$ cat config.mk
export PLATFORM = sky130hd
export DESIGN_NAME = arbiter_weighted_round_robin
export DESIGN_NICKNAME = d
export VERILOG_FILES = /design/src/rtl/arbiter_pkg.sv /design/src/rtl/arbiter_rr_find.sv /design/src/rtl/arbiter_weighted_round_robin.sv
export SDC_FILE = /design/constraint.sdc
export NUM_CORES = 1
export LEC_CHECK = 0
export BUFFER_PORTS_ARGS = -buffer_cell sky130_fd_sc_hd__buf_4
export CAP_MARGIN = 5
export CORE_ASPECT_RATIO = 2
export CORE_MARGIN = 3
export CORE_UTILIZATION = 59
export CTS_BUF_LIST = sky130_fd_sc_hd__clkbuf_8
export CTS_CLUSTER_DIAMETER = 30
export DETAILED_ROUTE_END_ITERATION = 8
export GPL_TIMING_DRIVEN = 0
export PLACE_DENSITY = 0.82
export SYNTH_ARGS = -nofsm -noshare
export SYNTH_HDL_FRONTEND = slang
export SYNTH_SLANG_ARGS = --single-unit
$ cat constraint.sdc
create_clock -name i_clk -period 6.36 [get_ports i_clk]
set_input_delay 1.59 -clock i_clk [delete_from_list [all_inputs] [get_ports i_clk]]
set_output_delay 1.59 -clock i_clk [all_outputs]
set_load 0.01 [all_outputs]
$ cat src/rtl/arbiter_pkg.sv
// Shared types for the weighted round-robin arbiter.
package arbiter_pkg;

  typedef enum logic [0:0] {
    ARB_IDLE  = 1'b0,
    ARB_GRANT = 1'b1
  } arbState_t;

endpackage

$ cat src/rtl/arbiter_rr_find.sv
// Round-robin search: first set request strictly after i_ptr, wrapping around.
module arbiter_rr_find #(
  parameter  int CLIENTS = 8,
  localparam int N       = $clog2(CLIENTS)
) (
  input  logic [CLIENTS-1:0] i_req,
  input  logic [N-1:0]       i_ptr,
  output logic [N-1:0]       o_idx,
  output logic               o_found
);

  logic [2*CLIENTS-1:0] w_dbl;
  logic [N:0]           w_shift;
  logic [N:0]           w_sum;
  logic [CLIENTS-1:0]   w_rot;
  logic [N-1:0]         w_off;

  // Shifting the doubled vector puts client ptr+1 at bit 0 for any CLIENTS.
  assign w_dbl   = {i_req, i_req};
  assign w_shift = {1'b0, i_ptr} + (N+1)'(1);
  assign w_rot   = CLIENTS'(w_dbl >> w_shift);

  always_comb begin
    w_off = '0;
    for (int i = CLIENTS - 1; i >= 0; i--) begin
      if (w_rot[i]) w_off = N'(i);
    end
  end

  assign w_sum   = w_shift + {1'b0, w_off};
  assign o_idx   = (w_sum >= (N+1)'(CLIENTS)) ? N'(w_sum - (N+1)'(CLIENTS)) : N'(w_sum);
  assign o_found = |w_rot;

endmodule

$ cat src/rtl/arbiter_weighted_round_robin.sv
// Weighted round-robin arbiter: held grants, per-client credit bursts,
// zero-bubble handover on acknowledge.
module arbiter_weighted_round_robin
  import arbiter_pkg::*;
#(
  parameter  int CLIENTS  = 8,
  parameter  int WEIGHT_W = 4,
  localparam int N        = $clog2(CLIENTS)
) (
  input  logic                  i_clk,
  input  logic                  i_rst,
  input  logic                  i_block_arb,
  input  logic [CLIENTS-1:0]    i_req,
  input  logic [CLIENTS*WEIGHT_W-1:0] i_weight,
  input  logic                  i_gnt_ack,
  output logic [CLIENTS-1:0]    o_gnt,
  output logic [N-1:0]          o_gnt_id,
  output logic                  o_gnt_valid
);

  arbState_t           r_state;
  arbState_t           w_nextState;
  logic [N-1:0]        r_gntId;
  logic [N-1:0]        r_last;
  logic [N-1:0]        w_nextId;
  logic [N-1:0]        w_ptr;
  logic [N-1:0]        w_winIdx;
  logic [CLIENTS-1:0]  r_gnt;
  logic [CLIENTS-1:0]  w_elig;
  logic                r_valid;
  logic                w_found;
  logic                w_load;
  logic                w_dec;
  logic                w_updLast;
  logic                w_burst;
  logic [WEIGHT_W-1:0] r_credit  [CLIENTS];
  logic [WEIGHT_W-1:0] w_weights [CLIENTS];
  logic [WEIGHT_W-1:0] w_curCredit;
  logic [WEIGHT_W-1:0] w_decCredit;
  logic [WEIGHT_W-1:0] w_reload;

  always_comb begin
    for (int k = 0; k < CLIENTS; k++) begin
      w_weights[k] = i_weight[k*WEIGHT_W +: WEIGHT_W];
    end
  end

  assign w_elig = i_block_arb ? '0 : i_req;

  // While granted, the search starts after the current owner, which is
  // where the last-granted pointer will sit once the grant is released.
  assign w_ptr = (r_state == ARB_GRANT) ? r_gntId : r_last;

  arbiter_rr_find #(
    .CLIENTS (CLIENTS)
  ) u_find (
    .i_req   (w_elig),
    .i_ptr   (w_ptr),
    .o_idx   (w_winIdx),
    .o_found (w_found)
  );

  assign w_curCredit = r_credit[r_gntId];
  assign w_decCredit = w_curCredit - WEIGHT_W'(1);
  assign w_burst     = (w_decCredit != '0) && w_elig[r_gntId];
  assign w_reload    = (w_weights[w_winIdx] == '0) ? WEIGHT_W'(1) : w_weights[w_winIdx];

  always_comb begin
    w_nextState = r_state;
    w_nextId    = r_gntId;
    w_load      = 1'b0;
    w_dec       = 1'b0;
    w_updLast   = 1'b0;
    case (r_state)
      ARB_IDLE: begin
        w_nextId = '0;
        if (w_found) begin
          w_nextState = ARB_GRANT;
          w_nextId    = w_winIdx;
          w_load      = 1'b1;
        end
      end
      ARB_GRANT: begin
        if (i_gnt_ack) begin
          w_dec = 1'b1;
          if (!w_burst) begin
            w_updLast = 1'b1;
            if (w_found) begin
              w_nextId = w_winIdx;
              w_load   = 1'b1;
            end else begin
              w_nextState = ARB_IDLE;
              w_nextId    = '0;
            end
          end
        end
      end
      default: begin
        w_nextState = ARB_IDLE;
        w_nextId    = '0;
      end
    endcase
  end

  always_ff @(posedge i_clk or posedge i_rst) begin
    if (i_rst) begin
      r_state <= ARB_IDLE;
      r_gnt   <= '0;
      r_gntId <= '0;
      r_valid <= 1'b0;
      r_last  <= N'(CLIENTS - 1);
    end else begin
      r_state <= w_nextState;
      r_gntId <= w_nextId;
      r_gnt   <= (w_nextState == ARB_GRANT) ? (CLIENTS'(1) << w_nextId) : '0;
      r_valid <= (w_nextState == ARB_GRANT);
      if (w_updLast) r_last <= r_gntId;
    end
  end

  // A reload for the new winner overrides the decrement when the sole
  // eligible client wins again.
  always_ff @(posedge i_clk or posedge i_rst) begin
    if (i_rst) begin
      for (int k = 0; k < CLIENTS; k++) r_credit[k] <= '0;
    end else begin
      if (w_dec)  r_credit[r_gntId]  <= w_decCredit;
      if (w_load) r_credit[w_winIdx] <= w_reload;
    end
  end

  assign o_gnt       = r_gnt;
  assign o_gnt_id    = r_gntId;
  assign o_gnt_valid = r_valid;

endmodule

==> flow_summary.html <==
<table>
<tr><th>Metric</th><th>Value</th></tr>
<tr><th colspan="2">Finish</th></tr>
<tr><td>Layout filler cell count</td><td>~440</td></tr>
<tr><td>Total non-filler cell area in the finished layout</td><td>0.00421 mm2</td></tr>
<tr><td>Total area of multi-input combinational cells</td><td>0.00225 mm2</td></tr>
<tr><td>Highest-count cells in the layout ignoring fill and taps</td><td>sky130_fd_sc_hd__mux2i_1, sky130_fd_sc_hd__buf_4, sky130_fd_sc_hd__dfrtp_1</td></tr>
<tr><td>Share of final-layout standard cells stronger than drive strength 1</td><td>28.5%</td></tr>
<tr><td>Net count of the finished layout</td><td>about 470</td></tr>
<tr><td>Utilization after layout</td><td>72.4%</td></tr>
<tr><td>Final antenna diode count</td><td>0</td></tr>
<tr><td>Most common library cell in the layout ignoring fill and taps</td><td>sky130_fd_sc_hd__mux2i_1</td></tr>
<tr><td>Seq. cell area</td><td>around 0.0012 mm2</td></tr>
<tr><td>Area added between synthesis and finish</td><td>16.6%</td></tr>
<tr><th colspan="2">Global routing</th></tr>
<tr><td>First-pass GRT wire length</td><td>between 15 and 20 mm</td></tr>
<tr><td>Number of antenna violations at the first check in global routing</td><td>0</td></tr>
<tr><td>Global router's overall resource usage</td><td>approximately 32%</td></tr>
<tr><td>Via count of the first global-routing pass</td><td>about 3300</td></tr>
<tr><td>Global route total overflow</td><td>0</td></tr>
<tr><td>Maximum number of pins on one net before global-route repair</td><td>26</td></tr>
<tr><th colspan="2">Floorplanning</th></tr>
<tr><td>Die height</td><td>between 100 and 150 um</td></tr>
<tr><td>Effective utilization at floorplan</td><td>62.1%</td></tr>
<tr><td>Die Span X</td><td>~61 um</td></tr>
<tr><td>Core Area</td><td>approximately 0.0058 mm2</td></tr>
<tr><td>Standard-cell row count</td><td>39</td></tr>
<tr><td>Die ar.</td><td>~0.0071 mm2</td></tr>
<tr><td>Number of I/O pins</td><td>between 50 and 60</td></tr>
<tr><th colspan="2">Yosys</th></tr>
<tr><td>Post-synthesis cell count</td><td>roughly 350</td></tr>
<tr><td>Seq cells post-synth</td><td>between 40 and 50</td></tr>
<tr><td>Portion of netlist area occupied by mux cells</td><td>between 30% and 40%</td></tr>
<tr><td>Primary FF master, synth</td><td>sky130_fd_sc_hd__dfrtp_1</td></tr>
<tr><td>Top post-synthesis cells by area</td><td>sky130_fd_sc_hd__dfrtp_1, sky130_fd_sc_hd__mux2i_1, sky130_fd_sc_hd__mux4_2</td></tr>
<tr><td>Synth unique cells</td><td>just over 60</td></tr>
<tr><td>Synthesized-area fraction occupied by and/or/nand/nor cells</td><td>17.1%</td></tr>
<tr><td>Largest area contributor in the synthesized netlist</td><td>sky130_fd_sc_hd__dfrtp_1</td></tr>
<tr><td>Synth Area in Compound Gates</td><td>10.5%</td></tr>
<tr><td>Post-Synthesis Cell Area</td><td>0.00361 mm2</td></tr>
<tr><td>Synth top area share</td><td>30.5%</td></tr>
<tr><td>Area share of xor/xnor cells in the synthesized design</td><td>1.14%</td></tr>
<tr><td>Synth Warn #</td><td>0</td></tr>
<tr><td>Largest family of logic cells by synthesized area</td><td>multiplexers</td></tr>
<tr><td>Average footprint of a synthesized cell</td><td>10.2 um2</td></tr>
<tr><td>Share of the yosys chip area belonging to registers</td><td>between 30% and 40%</td></tr>
<tr><td>Number of synthesized flops with an enable pin</td><td>0</td></tr>
<tr><td>Fraction of synthesis flops using an asynchronous set or reset pin</td><td>100%</td></tr>
<tr><td>Post-synth net total</td><td>roughly 400</td></tr>
<tr><td>Adder-cell share of the synthesized area</td><td>under 10%</td></tr>
<tr><th colspan="2">Detailed routing</th></tr>
<tr><td>Final routed wirelength across all metal layers</td><td>~11 mm</td></tr>
<tr><td>Number of vias in the routed layout</td><td>around 3100</td></tr>
<tr><td>TritonRoute pass-1 iters</td><td>4</td></tr>
<tr><td>Routed wire per std cell</td><td>about 22 um</td></tr>
<tr><td>Residual DRC</td><td>0</td></tr>
<tr><td>Avg Vias per Cell</td><td>around 6.5</td></tr>
<tr><td>Number of DRC markers after the initial detailed-route iteration</td><td>189</td></tr>
<tr><td>Count of antenna-violating nets left after detailed routing</td><td>0</td></tr>
<tr><th colspan="2">Clock tree</th></tr>
<tr><td>Number of sinks on the clock net</td><td>47</td></tr>
<tr><td>Number of buffers on the longest clock path</td><td>2</td></tr>
<tr><td># hold bufs at CTS</td><td>0</td></tr>
<tr><td>H-tree lvl count</td><td>2</td></tr>
<tr><td>Insertion delay of the later-clocked pin in the worst-skew pair</td><td>0.31 ns</td></tr>
<tr><td>Post-CTS setup-driven buffer insertion count</td><td>0</td></tr>
<tr><td>Clock slew at reported path FFs</td><td>0.09 ns</td></tr>
<tr><td>Count of cells resized by post-cts repair</td><td>0</td></tr>
<tr><td>Clock tree from TritonCTS</td><td>built</td></tr>
<tr><td>Number of buffers inserted during clock tree synthesis</td><td>5</td></tr>
<tr><td>Root buf cell</td><td>sky130_fd_sc_hd__clkbuf_8</td></tr>
<tr><th colspan="2">Timing</th></tr>
<tr><td>Max transition margin</td><td>37.5%</td></tr>
<tr><td>Setup Viol. Count Final</td><td>0</td></tr>
<tr><td>Ratio of final minimum period to clock period</td><td>between 80% and 90%</td></tr>
<tr><td>RSZ-0062 raised after global routing</td><td>no</td></tr>
<tr><td>Actual slew at the worst max-slew pin</td><td>0.931 ns</td></tr>
<tr><td>Total Negative Setup Slacks</td><td>0 ns</td></tr>
<tr><td>Clock Skews</td><td>0.00559 ns</td></tr>
<tr><td>Final number of max-transition violations</td><td>0</td></tr>
<tr><td>Max Clk Rate</td><td>around 180 MHz</td></tr>
<tr><td>Final worst path period need</td><td>about 5.5 ns</td></tr>
<tr><td>Count of endpoints failing hold in the final timing report</td><td>0</td></tr>
<tr><th colspan="2">Run status</th></tr>
<tr><td>Run status</td><td>complete, no violations</td></tr>
<tr><th colspan="2">Power and ir drop</th></tr>
<tr><td>Cell internal pwr</td><td>roughly 1.3 mW</td></tr>
<tr><td>Power dissipated by switching net loads</td><td>around 1.4 mW</td></tr>
<tr><td>IR Drop Worst-Case VDD</td><td>between 0.5 and 0.6 mV</td></tr>
<tr><td>Switching portion of total power</td><td>about 51%</td></tr>
<tr><td>Flop pwr share</td><td>between 10% and 20%</td></tr>
<tr><td>Clock network fraction of design power</td><td>approximately 6.5%</td></tr>
<tr><td>Pwr dens</td><td>645 mW/mm2</td></tr>
<tr><td>Overall power consumption</td><td>approximately 2.7 mW</td></tr>
<tr><td>Combinational share of power</td><td>74.7%</td></tr>
<tr><td>Leakage power figure</td><td>approximately 2 nW</td></tr>
<tr><th colspan="2">Critical path</th></tr>
<tr><td>Required time at the worst-slack endpoint</td><td>6.59 ns</td></tr>
<tr><td>Maximum net fanout on the critical path</td><td>10</td></tr>
<tr><td>Element type at the critical path start</td><td>register</td></tr>
<tr><td>Endpoint of the lowest-slack register-to-register path</td><td>r_credit[0]</td></tr>
<tr><td>Data arrival time at the worst-slack endpoint</td><td>about 5.8 ns</td></tr>
<tr><td>Length in cells of the worst reg-to-reg path</td><td>19</td></tr>
<tr><td>Worst setup slack for register-to-register paths</td><td>roughly 0.81 ns</td></tr>
<tr><td>Worst setup path category</td><td>reg -&gt; reg</td></tr>
<tr><td>Startpoint of the most critical setup path</td><td>o_gnt_id[1]</td></tr>
<tr><td>Element type at the critical path end</td><td>register</td></tr>
<tr><td>Worst reg2reg path startpoint</td><td>o_gnt_id[1]</td></tr>
<tr><th colspan="2">Place</th></tr>
<tr><td>DP Wirelength</td><td>roughly 8.5 mm</td></tr>
<tr><td>Area of placed instances</td><td>between 0.004 and 0.005 mm2</td></tr>
<tr><td>Final weighted congestion of routability-driven global placement</td><td>about 0.98</td></tr>
<tr><td>Count of buffers inserted at the top-level ports</td><td>between 50 and 60</td></tr>
<tr><th colspan="2">Hold path</th></tr>
<tr><td>Source of the worst hold timing path</td><td>r_last[1]</td></tr>
<tr><td>Endpoint of the worst hold path</td><td>r_last[1]</td></tr>
<tr><td>HP Class</td><td>reg -&gt; reg</td></tr>
<tr><td>Number of stages on the worst hold path</td><td>2</td></tr>
<tr><th colspan="2">Job</th></tr>
<tr><td>Number of max-cap violations</td><td>0</td></tr>
</table>
## critical path: stages (launching register included)
cell and delay, ns:
sky130_fd_sc_hd__dfrtp_1 0.47, sky130_fd_sc_hd__buf_2 0.24, sky130_fd_sc_hd__mux2i_1 0.43, sky130_fd_sc_hd__inv_1 0.29
sky130_fd_sc_hd__mux2_1 0.29, sky130_fd_sc_hd__nor2_1 0.05, sky130_fd_sc_hd__a311oi_1 0.45, sky130_fd_sc_hd__inv_1 0.08
sky130_fd_sc_hd__o221ai_1 0.20, sky130_fd_sc_hd__a32oi_1 0.07, sky130_fd_sc_hd__a221oi_1 0.32, sky130_fd_sc_hd__ha_1 0.21
sky130_fd_sc_hd__inv_1 0.05, sky130_fd_sc_hd__fa_1 0.60, sky130_fd_sc_hd__clkbuf_1 0.51, sky130_fd_sc_hd__mux4_2 0.43
sky130_fd_sc_hd__nor3_1 0.19, sky130_fd_sc_hd__nor2_1 0.06, sky130_fd_sc_hd__mux2_2 0.34, sky130_fd_sc_hd__mux2i_1 0.16
## power groups by stage
stage / combinational, mW / clock [mW] / sequential (mW)
6_report: 2.03 / 0.176 / 0.509
5_1_grt: 2.20 / 0.190 / 0.521
4_1_cts: 2.02 / 0.178 / 0.507
3_5_place_dp: 2.02 / 0 / 0.513
3_3_place_gp: 1.96 / 0 / 0.506
2_1_floorplan: 1.52 / 0 / 0.501
## final cells by class
cell class	instances	area share [%]
flip-flops and latches	47	28.1
multi-input cells	272	53.5
plain buffers	23	3.12
inverters	12	1.07
well taps	61	1.81
repair buffers	56	10.5
clock buffers	5	1.64
clock inverters	3	0.298
## logic make-up (layout without fill, tap and decap cells)
group           Yosys count  after routing
simple gates            116            116
mux                      93             93
xor+xnor                  3              3
flops                    47             47
compound gates           56             56
buf+inv                  35             99
fa+ha+maj                 4              4
## cells in the mapped netlist, types with 5 or more instances
cell and number:
sky130_fd_sc_hd__a21oi_1 17, sky130_fd_sc_hd__dfrtp_1 44, sky130_fd_sc_hd__clkbuf_1 8, sky130_fd_sc_hd__mux4_2 15, sky130_fd_sc_hd__nand2_1 41, sky130_fd_sc_hd__mux2i_1 67, sky130_fd_sc_hd__nand3_1 9, sky130_fd_sc_hd__o21ai_0 10
sky130_fd_sc_hd__and3_1 5, sky130_fd_sc_hd__nor2_1 26, sky130_fd_sc_hd__inv_1 8, sky130_fd_sc_hd__buf_2 6, sky130_fd_sc_hd__mux2i_2 5, sky130_fd_sc_hd__nor3_1 5
## flip-flops by register name, indices dropped and copies added (netlist names)
name and flops:
r_credit 32, r_last 3, o_gnt_valid 1, o_gnt_id 3, o_gnt 8
## layer usage
layer	track usage [%]	part of all wire, %
met3	3.32	2.6
met5	0	0
met4	18.4	5.7
met2	62.5	59
met1	30.3	33
## worst max path at each step
stage / to / slack [ns] / depth (start not counted)
6_report: r_credit[0] / 0.81 / 19
5_1_grt: r_credit[0] / 0.37 / 19
4_1_cts: r_credit[4] / 0.89 / 19
3_5_place_dp: r_credit[4] / 0.69 / 17
3_3_place_gp: r_credit[0] / 0.86 / 16
2_1_floorplan: r_credit[4] / 1.44 / 14
## metrics by stage
stage | worst slack [ns] | std cells | hold slack [ns]
after floorplan | 1.44 | 354 | 0.444
after global placement | 0.858 | 470 | 0.458
after detailed placement | 0.694 | 471 | 0.460
after CTS | 0.889 | 479 | 0.471
after global routing | 0.372 | 479 | 0.491
final | 0.815 | 479 | 0.469
No activity file was read; power rests on OpenSTA's default activity.
